[src/rtl/fifo_wr_ctrl.sv]
// fifo_wr_ctrl: async FIFO write-side pointer, full/level flags and RAM write port
module fifo_wr_ctrl #(
    parameter int ADDR_W   = 3,
    parameter int AFULL_TH = 6
) (
    input  logic              wclk,
    input  logic              wrst_n,
    input  logic              winc,
    input  logic [ADDR_W:0]   rptr_gray_async,
    output logic              wen,
    output logic [ADDR_W-1:0] waddr,
    output logic [ADDR_W:0]   wptr_gray,
    output logic              wfull,
    output logic              walmost_full,
    output logic [ADDR_W:0]   wlevel,
    output logic              woverflow
);
    localparam logic [ADDR_W:0] AFULL_LV = (ADDR_W+1)'(AFULL_TH);

    logic [ADDR_W:0] wbin_q, wbin_d;
    logic [ADDR_W:0] wgray_q, wgray_d;
    logic [ADDR_W:0] rq1_q, rq1_d;
    logic [ADDR_W:0] rq2_q, rq2_d;
    logic [ADDR_W:0] wlevel_q, wlevel_d;
    logic [ADDR_W:0] rbin_s;
    logic            wfull_q, wfull_d;
    logic            wafull_q, wafull_d;
    logic            wovf_q, wovf_d;
    logic            push;

    // next-state: accept a write unless full or in reset; flags use the synchronised read pointer
    always_comb begin
        push   = winc & ~wfull_q & wrst_n;
        rbin_s = rq2_q;
        for (int i = ADDR_W - 1; i >= 0; i--) rbin_s[i] = rbin_s[i+1] ^ rq2_q[i];
        wbin_d   = wbin_q + {{ADDR_W{1'b0}}, push};
        wgray_d  = wbin_d ^ (wbin_d >> 1);
        rq1_d    = rptr_gray_async;
        rq2_d    = rq1_q;
        wfull_d  = wgray_d == {~rq2_q[ADDR_W:ADDR_W-1], rq2_q[ADDR_W-2:0]};
        wlevel_d = wbin_d - rbin_s;
        wafull_d = wlevel_d >= AFULL_LV;
        wovf_d   = wovf_q | (winc & wfull_q);
    end

    // state registers with synchronous active-low clear
    always_ff @(posedge wclk) begin
        if (!wrst_n) begin
            wbin_q   <= '0;
            wgray_q  <= '0;
            rq1_q    <= '0;
            rq2_q    <= '0;
            wfull_q  <= 1'b0;
            wafull_q <= 1'b0;
            wlevel_q <= '0;
            wovf_q   <= 1'b0;
        end else begin
            wbin_q   <= wbin_d;
            wgray_q  <= wgray_d;
            rq1_q    <= rq1_d;
            rq2_q    <= rq2_d;
            wfull_q  <= wfull_d;
            wafull_q <= wafull_d;
            wlevel_q <= wlevel_d;
            wovf_q   <= wovf_d;
        end
    end

    assign wen          = push;
    assign waddr        = wbin_q[ADDR_W-1:0];
    assign wptr_gray    = wgray_q;
    assign wfull        = wfull_q;
    assign walmost_full = wafull_q;
    assign wlevel       = wlevel_q;
    assign woverflow    = wovf_q;
endmodule

[config.mk]
export PLATFORM = sky130hd
export DESIGN_NAME = fifo_wr_ctrl
export DESIGN_NICKNAME = d
export VERILOG_FILES = /design/src/rtl/fifo_wr_ctrl.sv
export SDC_FILE = /design/constraint.sdc
export NUM_CORES = 1
export LEC_CHECK = 0
export CAP_MARGIN = 20
export CELL_PAD_IN_SITES_DETAIL_PLACEMENT = 1
export CELL_PAD_IN_SITES_GLOBAL_PLACEMENT = 1
export CORE_MARGIN = 2
export CORE_UTILIZATION = 33
export DETAILED_ROUTE_END_ITERATION = 10
export PLACE_DENSITY_LB_ADDON = 0.1
export RECOVER_POWER = 50
export SLEW_MARGIN = 10
export SYNTH_ARGS = -nofsm -noshare
export SYNTH_HDL_FRONTEND = slang
export SYNTH_SLANG_ARGS = --single-unit
[constraint.sdc]
create_clock -name wclk -period 2.67 [get_ports wclk]
set_input_delay 0.6675 -clock wclk [delete_from_list [all_inputs] [get_ports wclk]]
set_output_delay 0.6675 -clock wclk [all_outputs]
set_load 0.03 [all_outputs]
Word-level counts from Yosys, hierarchy flattened

Index checks and enable logic that the tools add are counted.

Bits in registers: 23
Input bits: 7

$add $sub $neg: 2
Order comparisons: 1
Eq/ne operators: 1
Bitwise logic cells: 10

Operator list:

| kind                                                              | number |
|---|---|
| adder 4 x 1 -> 4 bit                                              | 1 |
| equality test 4 bit                                               | 1 |
| greater-or-equal comparator 4 x 3 -> 1 bit, second input constant | 1 |
| subtractor 4 bit                                                  | 1 |
| XOR 4 x 3 -> 4 bit                                                | 1 |
| AND 1 bit                                                         | 3 |
| XOR 1 bit                                                         | 3 |
| NOT 2 bit                                                         | 1 |
| NOT 1 bit                                                         | 1 |
| OR 1 bit                                                          | 1 |

Logic depth before layout (Yosys ltp)

Gate-level depths: netlist of the first run.

Depth in word-level cells: 6
Mapped depth: 11
Gate-level depth less buffers: 10

Worst setup path after synthesis of the first run

No wires, ideal clock.

Kind: input-to-reg
Start point: in wrst_n
End point: reg wafull_q (netlist: walmost_full)
Setup time: 115 ps
Arrival time: 3189 ps
Required time: 2555 ps
Setup slack: -634 ps
Cell stages on the path: 11
Path buffers: 1
Cells stage by stage: clkbuf_1 -> nand2_1 -> nor2_1 -> ha_1 -> ha_1 -> xor2_2 -> ha_1 -> and3b_1 -> a211oi_1 -> xnor3_1 -> o21a_1

Cells in the longest elaborated chain, start to end: 4

Ends and longest elaborated chain:

| element                                    | RTL line | source |
|---|---|---|
| start: declaration                         | 7        | `input logic wrst_n,` |
| AND 1 bit                                  | 33       | `push = winc & ~wfull_q & wrst_n;` |
| net wen                                    | 10       | `output logic wen,` |
| adder 4 x 1 -> 4 bit                       | 36       | `wbin_d = wbin_q + {{ADDR_W{1'b0}}, push};` |
| net wbin_d[2]                              | 20       | `logic [ADDR_W:0] wbin_q, wbin_d;` |
| subtractor 4 bit                           | 41       | `wlevel_d = wbin_d - rbin_s;` |
| greater-or-equal comparator 4 x 3 -> 1 bit | 42       | `wafull_d = wlevel_d >= AFULL_LV;` |
| end signal: assignment                     | 63       | `wafull_q <= wafull_d;` |
| end: declaration                           | 27       | `logic wafull_q, wafull_d;` |

The timed path passes the listed nets, and every way through them passes these cells.
A chain may end at the register's enable or synchronous reset.

Worst setup path after layout of the first run

Start point: in wrst_n
End point: reg wafull_q (netlist: walmost_full)

Cells in the longest elaborated chain, start to end: 4

Ends and longest elaborated chain:

| element                                    | RTL line |
|---|---|
| AND 1 bit                                  | 33 |
| adder 4 x 1 -> 4 bit                       | 36 |
| net wbin_d[2]                              | 20 |
| subtractor 4 bit                           | 41 |
| greater-or-equal comparator 4 x 3 -> 1 bit | 42 |

The timed path passes the listed nets, and every way through them passes these cells.

==> results.py, run 1 <==
metrics = {
    "status": {
        "status": "completed",
    },
    "global_routing": {
        "grt_max_degree": 23,
        "track_usage_pct": 11.76,
        "grt_pass1_wl_um": 2808,
        "grt_pass1_vias": 616,
        "grt_overflow": 0,
        "antenna_found_initial": 0,
    },
    "power_and_ir_drop": {
        "net-switching-power_uw": 197.6,
        "pwr-share-clk_pct": 24.8,
        "power.leakage_uw": 0.0005256,
        "comb_power_share_pct": 25.3,
        "vdd_ir_drop_max_mv": 0.3786,
        "powerDensity_nw_per_um2": 568.0,
        "power.share.switching_pct": 27.31,
        "power.share.sequential_pct": 49.9,
        "p_int_uw": 525.9,
    },
    "drt": {
        "drt_first_pass_iters": 1,
        "avgRoutedWirePerCell_um": 11.27,
        "vias_per_cell": 4.381,
        "dr.first_iter.drc_count": 0,
        "antenna_left": 0,
        "wirelength_um": 1566,
        "vias": 609,
        "drc": 0,
    },
    "setup_path": {
        "crit_end": "walmost_full",
        "cp.arrival_ns": 2.62,
        "slowest_stage": "clkdlybuf4s25_1",
        "path_buf_inv": 1,
        "end_kind": "register",
        "rr_endpoint": "walmost_full",
        "path_cells": "clkdlybuf4s25_1 > nand2_4 > nor2_4 > ha_4 > ha_4 > xor2_4 > ha_4 > and3b_1 > a211oi_2 > xnor3_1 > o21a_1",
        "critPathKind": "input port to register",
        "critical_path.top_delay_family": "adder cells",
        "critPathMaxFanout": 3,
        "cp.depth": 11,
        "crit-reg2reg-launch": "rq2_q[3]",
        "required_ns": 2.88,
        "critPathMostFrequentCell": "ha_4",
        "crit_path_start": "wrst_n",
        "r2r_slack_ns": 0.35,
        "start_kind": "input port",
        "rr_worst_depth": 8,
        "slowest_delay_ns": 0.29,
    },
    "clock_network": {
        "root_buffer": "clkbuf_4",
        "clock-sinks": 22,
        "tritoncts": "built",
        "cts.clk_slew.worst_paths_ns": 0.12,
        "cts_max_level": 1,
        "clockBufferDepth": 2,
        "holdBufCountCts": 0,
        "insertion_delay_ns": 0.30,
        "cts_made_buffers": 3,
    },
    "sta": {
        "rsz0062_at_grt": "no",
        "relSlewSlack_pct": 52.90,
        "finalHoldViolations": 0,
        "report.final.setup_viol": 0,
        "period_needed_ns": 2.406,
        "fin_ws_ns": 0.2635,
        "worstMarginPinSlew_ns": 0.7065,
        "max_freq_ghz": 0.4155,
        "finClkSkew_ns": 0.001279,
        "timing.final.max_slew_violations": 0,
        "period_share_pct": 90.13,
        "whs_ns": 0.4486,
    },
    "yosys": {
        "synth_area_per_cell_um2": 11.37,
        "synth-seq-cells": 22,
        "ys.warnings.count": 0,
        "yosys.area.top_type": "dfxtp_1",
        "synth_async_sr_flop_share_pct": 0,
        "synth_area_leaders": "dfxtp_1 50%, and2_1 11%, ha_1 7.1%, xnor2_1 5.9%, xor2_1 3.9%",
        "ys.flop_type": "dfxtp_1",
        "ys_seq_area_share_pct": 49.65,
        "synth.distinct_cells": 21,
        "synth_most_common_cell": "dfxtp_1",
        "syn_area_um2": 887.1,
        "synth_edf_count": 0,
        "netlist.area_leader.share_pct": 49.65,
        "synth_commonest_cells": "22 x dfxtp_1, 16 x and2_1, 6 x xnor2_1",
        "netlist_instances": 78,
        "syn-num-nets": 91,
    },
    "min_path": {
        "worstHoldPathType": "register to register",
    },
    "floorplanning": {
        "core_area_um2": 2522,
        "fp.dieH_um": 55.85,
        "placementRows": 18,
        "start_util_pct": 35.17,
        "io_pins": 22,
        "die_area_um2": 3119,
        "die_w_um": 55.85,
    },
    "finish": {
        "drive_above_1_share_pct": 18.35,
        "diodes": 0,
        "fin_cells": 139,
        "fin_nets": 123,
        "syn2layout_area_growth_pct": 43.58,
    },
    "place": {
        "portBuffers": 21,
        "hpwlAfterDp_um": 1195,
        "pre_cts_ws_ns": -0.3396,
        "place_inst": 135,
        "gp_congestion": 0.7432,
    },
    "job": {
        "cap_violations": 0,
    },
}
## how the worst min path moves through the flow
stage,start,to,slack [ns],cells past startpoint
final,rq1_q[2],rq2_q[2],0.45,1
after global routing,rq1_q[2],rq2_q[2],0.47,1
after CTS,rq1_q[2],rq2_q[2],0.45,1
after detailed placement,rq1_q[1],rq2_q[1],0.42,1
after global placement,rq1_q[2],rq2_q[2],0.42,1
after floorplan,rq1_q[0],rq2_q[0],0.41,1
## worst register-to-register path, stage by stage (launching register included)
cell and delay, ns:
dfxtp_1 0.37, xnor2_1 0.36, xor2_1 0.33, xnor2_1 0.11
ha_1 0.21, fa_1 0.38, xnor2_1 0.16, nor2b_1 0.14
o21a_1 0.17
## metrics by stage
stage	total power, uW	util, %	setup TNS, ns	instance area (um2)
final	723.5	50.50	0	1274
after detailed placement	556.9	49.70	-0.7753	1254
after global placement	554.1	49.70	-0.6429	1254
after CTS	740.6	51.09	0	1289
after floorplan	488.7	-	-0.03143	977.2
after global routing	769.6	50.50	0	1274
## registers in the layout, indices dropped and copies added (netlist names)
register	flops
rq2_q	4
wbin_q	4
rq1_q	4
wlevel	4
wptr_gray	3
woverflow	1
walmost_full	1
wfull	1
## cell families after synthesis
| family | after synthesis | share of synthesized area, % |
|---|---|---|
| fa+ha+maj | 6 | 9.309 |
| buf+inv | 5 | 2.116 |
| simple gates | 28 | 19.18 |
| compound gates | 4 | 3.667 |
| flops | 22 | 49.65 |
| xor+xnor | 13 | 16.08 |
## repair_timing
action / in CTS / in global routing
setup buffers: 0 / 0
gates resized for setup: 1 / 1
hold endpoints to repair: 0 / 0
endpoints found under the setup margin: 1 / 2
## power groups by stage
stage / registers [uW] / clock network (uW) / logic [uW]
6_report: 361 / 179 / 183
5_1_grt: 364 / 203 / 202
4_1_cts: 362 / 189 / 190
3_5_place_dp: 369 / 0 / 188
3_3_place_gp: 369 / 0 / 185
2_1_floorplan: 406 / 0 / 82.4
## per-layer routing
metal | up-vias | global-route usage, % | wire [um]
met5 | - | 0 | 0
met4 | 0 | 6.122 | 10
met3 | 2 | 3.256 | 92
met2 | 15 | 17.69 | 764
met1 | 286 | 15.36 | 699
li1 | 306 | - | -
## layout by cell type, fill, tap and decap left out, drive strengths merged
cell type	instances
nand3	2
nor2b	4
dfxtp	22
a21oi	1
and2b	1
xor2	6
dlygate4sd2	1
and3b	1
xnor3	1
clkdlybuf4s50	17
buf	7
a211oi	2
fa	1
o21a	1
inv	3
nand2	2
ha	5
xnor2	6
nor2	1
clkbuf	6
dlygate4sd3	1
or3	1
and2	16
clkdlybuf4s25	1
## final cells by class
class	instances	area [um2]
Multi-Input combinational cell	51	489.2
Timing Repair Buffer	29	259.0
Inverter	3	11.26
Clock buffer	4	36.28
Tap cell	30	37.54
Sequential cell	22	440.4
Fill cell	285	1249
No activity file was read; power rests on OpenSTA's default activity.
==> run 2, diff against run 1 <==
--- a/config.mk
+++ b/config.mk
@@ -9,11 +9,11 @@
 export CELL_PAD_IN_SITES_DETAIL_PLACEMENT = 1
 export CELL_PAD_IN_SITES_GLOBAL_PLACEMENT = 1
 export CORE_MARGIN = 2
-export CORE_UTILIZATION = 33
+export CORE_UTILIZATION = 36
 export DETAILED_ROUTE_END_ITERATION = 10
 export PLACE_DENSITY_LB_ADDON = 0.1
 export RECOVER_POWER = 50
-export SLEW_MARGIN = 10
+export SLEW_MARGIN = 20
 export SYNTH_ARGS = -nofsm -noshare
 export SYNTH_HDL_FRONTEND = slang
 export SYNTH_SLANG_ARGS = --single-unit
==> constraint.sdc (replaced) <==
create_clock -name wclk -period 2.49 [get_ports wclk]
set_input_delay 0.6225 -clock wclk [delete_from_list [all_inputs] [get_ports wclk]]
set_output_delay 0.6225 -clock wclk [all_outputs]
set_load 0.03 [all_outputs]
==> run 2 against run 1 <==
  * Total power increased by 10%
  * Utilization rose by 6.0 points
  * Register-to-register slack got worse by 0.08 ns
  * Sequential power rose by 7.5%
  * Count of clock-buffer cells in the layout did not move
  * Critical path type unchanged
  * Final area rose by 0.88%
  * Worst setup slack worse by 0.094 ns
  * Critical endpoint unchanged
  * Clock skew up 0.0057 ns
==> results.py, run 2 (synthesis gave the netlist of run 1 again) <==
metrics = {
    "finish": {
        "fin_cells": 139,
        "diodes": 0,
        "n_fill_cell": 249,
        "final_cell_mix": "22 x dfxtp_1, 16 x clkdlybuf4s50_1, 9 x and2_1",
        "multi_input_area_um2": 489.2,
        "syn2layout_area_growth_pct": 44.85,
        "drive_above_1_share_pct": 19.82,
        "post-route-util_pct": 56.46,
        "layout_commonest_cell": "dfxtp_1",
        "fin_nets": 125,
        "seqCellArea_um2": 440.4,
    },
    "setup_path": {
        "critical_path.top_delay_family": "adder cells",
        "slowest_stage": "dlygate4sd2_1",
        "critPathKind": "input port to register",
        "r2r_slack_ns": 0.27,
        "rr_worst_depth": 8,
        "required_ns": 2.72,
        "critPathMostFrequentCell": "ha_4",
        "path_cells": "dlygate4sd2_1 > nand2_4 > nor2_4 > ha_4 > ha_4 > xor2_4 > ha_4 > and3b_1 > a211oi_2 > xnor3_1 > o21a_1",
        "start_kind": "input port",
        "rr_endpoint": "walmost_full",
        "path_buf_inv": 1,
        "end_kind": "register",
        "critPathMaxFanout": 3,
        "cp.arrival_ns": 2.55,
        "slowest_delay_ns": 0.27,
        "crit-reg2reg-launch": "rq2_q[3]",
    },
    "sta": {
        "period_share_pct": 93.21,
        "fin_ws_ns": 0.1692,
        "relSlewSlack_pct": 55.45,
        "period_needed_ns": 2.321,
        "max_freq_ghz": 0.4309,
        "report.final.setup_viol": 0,
        "timing.final.max_slew_violations": 0,
        "finalHoldViolations": 0,
        "finClkSkew_ns": 0.006967,
        "rsz0062_at_grt": "no",
        "worstMarginPinSlew_ns": 0.6683,
        "tns_ns": 0,
    },
    "place": {
        "place_inst": 135,
        "portBuffers": 21,
        "gp_congestion": 0.6991,
        "hpwlAfterDp_um": 1320,
        "pre_cts_ws_ns": -0.4649,
    },
    "min_path": {
        "min_path_cells": 1,
        "holdPathEnd": "rq2_q[0]",
        "min-delay-start": "rq1_q[0]",
        "worstHoldPathType": "register to register",
    },
    "clock_network": {
        "insertion_delay_ns": 0.32,
        "cts.clk_slew.worst_paths_ns": 0.13,
        "postCtsSetupRepairBufs": 0,
        "holdBufCountCts": 0,
        "root_buffer": "clkbuf_4",
        "tritoncts": "built",
        "cts_max_level": 1,
        "ctsResizeCount": 2,
        "clockBufferDepth": 2,
        "clock-sinks": 22,
        "cts_made_buffers": 3,
    },
    "power_and_ir_drop": {
        "power.leakage_uw": 0.0005427,
        "vdd_ir_drop_max_mv": 0.3402,
        "powerDensity_nw_per_um2": 620.2,
        "power.total_uw": 797.0,
    },
    "drt": {
        "vias_per_cell": 4.489,
        "antenna_left": 0,
        "wirelength_um": 1684,
        "avgRoutedWirePerCell_um": 12.12,
        "vias": 624,
        "drt_first_pass_iters": 4,
        "dr.first_iter.drc_count": 4,
        "drc": 0,
    },
    "global_routing": {
        "grt_pass1_wl_um": 3042,
        "grt_max_degree": 23,
        "grt_pass1_vias": 683,
        "track_usage_pct": 15.53,
        "antenna_found_initial": 0,
        "grt_overflow": 0,
    },
    "floorplanning": {
        "fp.dieH_um": 53.64,
        "die_area_um2": 2877,
        "die_w_um": 53.64,
        "placementRows": 17,
        "start_util_pct": 38.98,
        "core_area_um2": 2276,
        "io_pins": 22,
    },
    "status": {
        "status": "completed",
    },
    "job": {
        "cap_violations": 0,
    },
}
[run 2: cell count changes in the layout (fill, tap and decap cells not counted)]
cell	previous run	this run
clkdlybuf4s25_1	1	0
dlygate4sd2_1	1	2
buf_4	7	8
and2_1	8	9
and2_0	8	7
clkdlybuf4s50_1	17	16
dlygate4sd3_1	1	2
clkbuf_4	3	4
[run 2: routing by layer]
metal  track usage (%)  wire length, um
met5                 0                0
met3             2.500               47
met1             17.48              755
met4             10.26               48
met2             26.95              832
[run 2: layout make-up]
type | count | area share [%]
tap | 28 | 2.726
multi-input combinational | 51 | 38.07
sequential | 22 | 34.27
clock buffer | 4 | 2.824
inverter | 3 | 0.8763
timing repair buffer | 31 | 21.23
[run 2: stage by stage]
step,hold WS [ns],instance area (um2)
after floorplan,0.4119,977.2
after global placement,0.4173,1266
after detailed placement,0.4288,1266
after CTS,0.4575,1300
after global routing,0.4856,1285
final,0.4527,1285
[run 2: how the worst max path moves through the flow]
stage | start | endpoint | slack, ns | cells past startpoint
finish | winc | walmost_full | 0.17 | 11
global placement | wrst_n | walmost_full | -0.43 | 11
floorplan | wrst_n | walmost_full | -0.16 | 11
CTS | winc | walmost_full | 0.14 | 11
detailed placement | winc | walmost_full | -0.46 | 11
global route | rq2_q[3] | walmost_full | 0.02 | 8
[run 2: power by group]
| group | switching [uW] | total [uW] | internal, uW |
|---|---|---|---|
| combinational | 101 | 205 | 104 |
| sequential | 10.1 | 388 | 378 |
| clock | 115 | 204 | 89.5 |
[run 2: worst register-to-register path: stages, from the launching register on]
cell and delay [ns]:
dfxtp_1 0.38, xnor2_1 0.26, xor2_1 0.33, xnor2_1 0.12, ha_1 0.22, fa_1 0.38
xnor2_1 0.15, nor2b_1 0.14, o21a_1 0.17
==> run 3, diff against run 2 <==
--- a/config.mk
+++ b/config.mk
@@ -9,7 +9,7 @@
 export CELL_PAD_IN_SITES_DETAIL_PLACEMENT = 1
 export CELL_PAD_IN_SITES_GLOBAL_PLACEMENT = 1
 export CORE_MARGIN = 2
-export CORE_UTILIZATION = 36
+export CORE_UTILIZATION = 35
 export DETAILED_ROUTE_END_ITERATION = 10
 export PLACE_DENSITY_LB_ADDON = 0.1
 export RECOVER_POWER = 50
==> run 3 against run 2 <==
  * Register-to-register slack improved by 0.06 ns
  * Utilization fell by 2.9 points
  * Cell count rose by 1.4%
  * Final area rose by 1.5%
  * Fmax fell by 1.2%
  * Largest power group unchanged
==> results.py, run 3 (synthesis gave the netlist of run 1 again) <==
metrics = {
    "global_routing": {
        "grt_max_degree": 23,
        "track_usage_pct": 12.96,
        "grt_pass1_wl_um": 2732,
        "grt_pass1_vias": 632,
        "antenna_found_initial": 0,
        "grt_overflow": 0,
    },
    "setup_path": {
        "critPathMostFrequentCell": "ha_4",
        "slowest_stage": "dlygate4sd2_1",
        "rr_endpoint": "walmost_full",
        "end_kind": "register",
        "crit-reg2reg-launch": "rq2_q[3]",
        "cp.depth": 11,
        "critPathKind": "input port to register",
        "cp.arrival_ns": 2.55,
        "critical_path.top_delay_family": "adder cells",
        "r2r_slack_ns": 0.33,
        "required_ns": 2.69,
        "slowest_delay_ns": 0.26,
        "crit_path_start": "winc",
        "crit_end": "walmost_full",
        "rr_worst_depth": 8,
        "start_kind": "input port",
        "critPathMaxFanout": 3,
        "path_cells": "dlygate4sd2_1 > nand2_4 > nor2_4 > ha_4 > ha_4 > xor2_4 > ha_4 > and3b_1 > a211oi_2 > xnor3_1 > o21a_1",
        "path_buf_inv": 1,
    },
    "finish": {
        "drive_above_1_share_pct": 19.82,
        "design_area_um2": 1304,
        "fin_nets": 125,
        "fin_cells": 141,
        "syn2layout_area_growth_pct": 46.97,
        "n_fill_cell": 279,
        "layout_commonest_cell": "dfxtp_1",
        "diodes": 0,
        "post-route-util_pct": 53.60,
        "final_cell_mix": "22 x dfxtp_1, 16 x clkdlybuf4s50_1, 11 x and2_1",
    },
    "floorplanning": {
        "die_area_um2": 2953,
        "core_area_um2": 2432,
        "placementRows": 18,
        "start_util_pct": 36.47,
        "fp.dieH_um": 54.35,
        "io_pins": 22,
        "die_w_um": 54.35,
    },
    "sta": {
        "finalHoldViolations": 0,
        "fin_ws_ns": 0.1401,
        "report.final.setup_viol": 0,
        "rsz0062_at_grt": "no",
        "relSlewSlack_pct": 53.53,
        "period_share_pct": 94.37,
        "timing.final.max_slew_violations": 0,
        "period_needed_ns": 2.350,
        "max_freq_ghz": 0.4256,
        "finClkSkew_ns": 0.002325,
        "worstMarginPinSlew_ns": 0.6970,
    },
    "place": {
        "gp_congestion": 0.7404,
        "place_inst": 137,
        "hpwlAfterDp_um": 1259,
        "portBuffers": 21,
        "dpl-instance-area_um2": 1269,
        "pre_cts_ws_ns": -0.4866,
    },
    "drt": {
        "vias": 620,
        "dr.first_iter.drc_count": 0,
        "antenna_left": 0,
        "drc": 0,
        "wirelength_um": 1571,
        "drt_first_pass_iters": 1,
        "avgRoutedWirePerCell_um": 11.14,
        "vias_per_cell": 4.397,
    },
    "clock_network": {
        "postCtsSetupRepairBufs": 0,
        "clock-sinks": 22,
        "holdBufCountCts": 0,
        "root_buffer": "clkbuf_4",
        "tritoncts": "built",
        "cts.clk_slew.worst_paths_ns": 0.12,
        "ctsResizeCount": 2,
        "insertion_delay_ns": 0.29,
        "cts_made_buffers": 3,
        "clockBufferDepth": 2,
        "cts_max_level": 1,
    },
    "min_path": {
        "worstHoldPathType": "register to register",
        "min_path_cells": 1,
    },
    "status": {
        "status": "completed",
    },
    "job": {
        "cap_violations": 0,
    },
    "power_and_ir_drop": {
        "power.leakage_uw": 0.0005482,
        "vdd_ir_drop_max_mv": 0.6172,
        "powerDensity_nw_per_um2": 658.2,
    },
}
==> run 3: cell types whose count changed in the layout (fill, tap and decap cells not counted), sizes merged <==
cell | before | now
bufinv | 0 | 1
clkbuf | 7 | 6
==> run 3: power by group <==
group | internal [uW] | switching [uW] | leakage, uW
Combinational | 103 | 101 | 0.000339
Sequential | 378 | 10.1 | 0.000181
Clock | 162 | 103 | 0.0000279
==> run 3: metal layers <==
metal	track usage, %	vias up	routed length (um)
li1	-	312	-
met1	15.20	291	661
met2	22.89	15	817
met3	2.732	2	73
met4	5.000	0	19
met5	0	-	0
==> run 3: worst min-delay path by stage <==
stage / startpoint / slack, ns / endpoint
after CTS: rq1_q[3] / 0.45 / rq2_q[3]
after detailed placement: rq1_q[3] / 0.42 / rq2_q[3]
after global placement: rq1_q[0] / 0.42 / rq2_q[0]
final: rq1_q[3] / 0.45 / rq2_q[3]
after global routing: rq1_q[3] / 0.48 / rq2_q[3]
after floorplan: rq1_q[0] / 0.41 / rq2_q[0]
==> run 3: area by class of cell <==
cell class / count / area [um2] / share of cell area [%]
clock buffers: 3 / 22.52 / 1.727
well taps: 30 / 37.54 / 2.879
multi-input cells: 51 / 489.2 / 37.52
inverters: 3 / 11.26 / 0.8637
clock inverters: 1 / 30.03 / 2.303
repair buffers: 31 / 272.8 / 20.92
flip-flops and latches: 22 / 440.4 / 33.78
==> run 3: through the flow <==
| step | setup TNS, ns | hold slack (ns) | power (uW) |
|---|---|---|---|
| 2_1_floorplan | -0.3014 | 0.4119 | 524.0 |
| 3_3_place_gp | -1.222 | 0.4175 | 602.0 |
| 3_5_place_dp | -1.366 | 0.4208 | 606.3 |
| 4_1_cts | 0 | 0.4529 | 880.7 |
| 5_1_grt | 0 | 0.4753 | 903.6 |
| 6_report | 0 | 0.4482 | 858.2 |
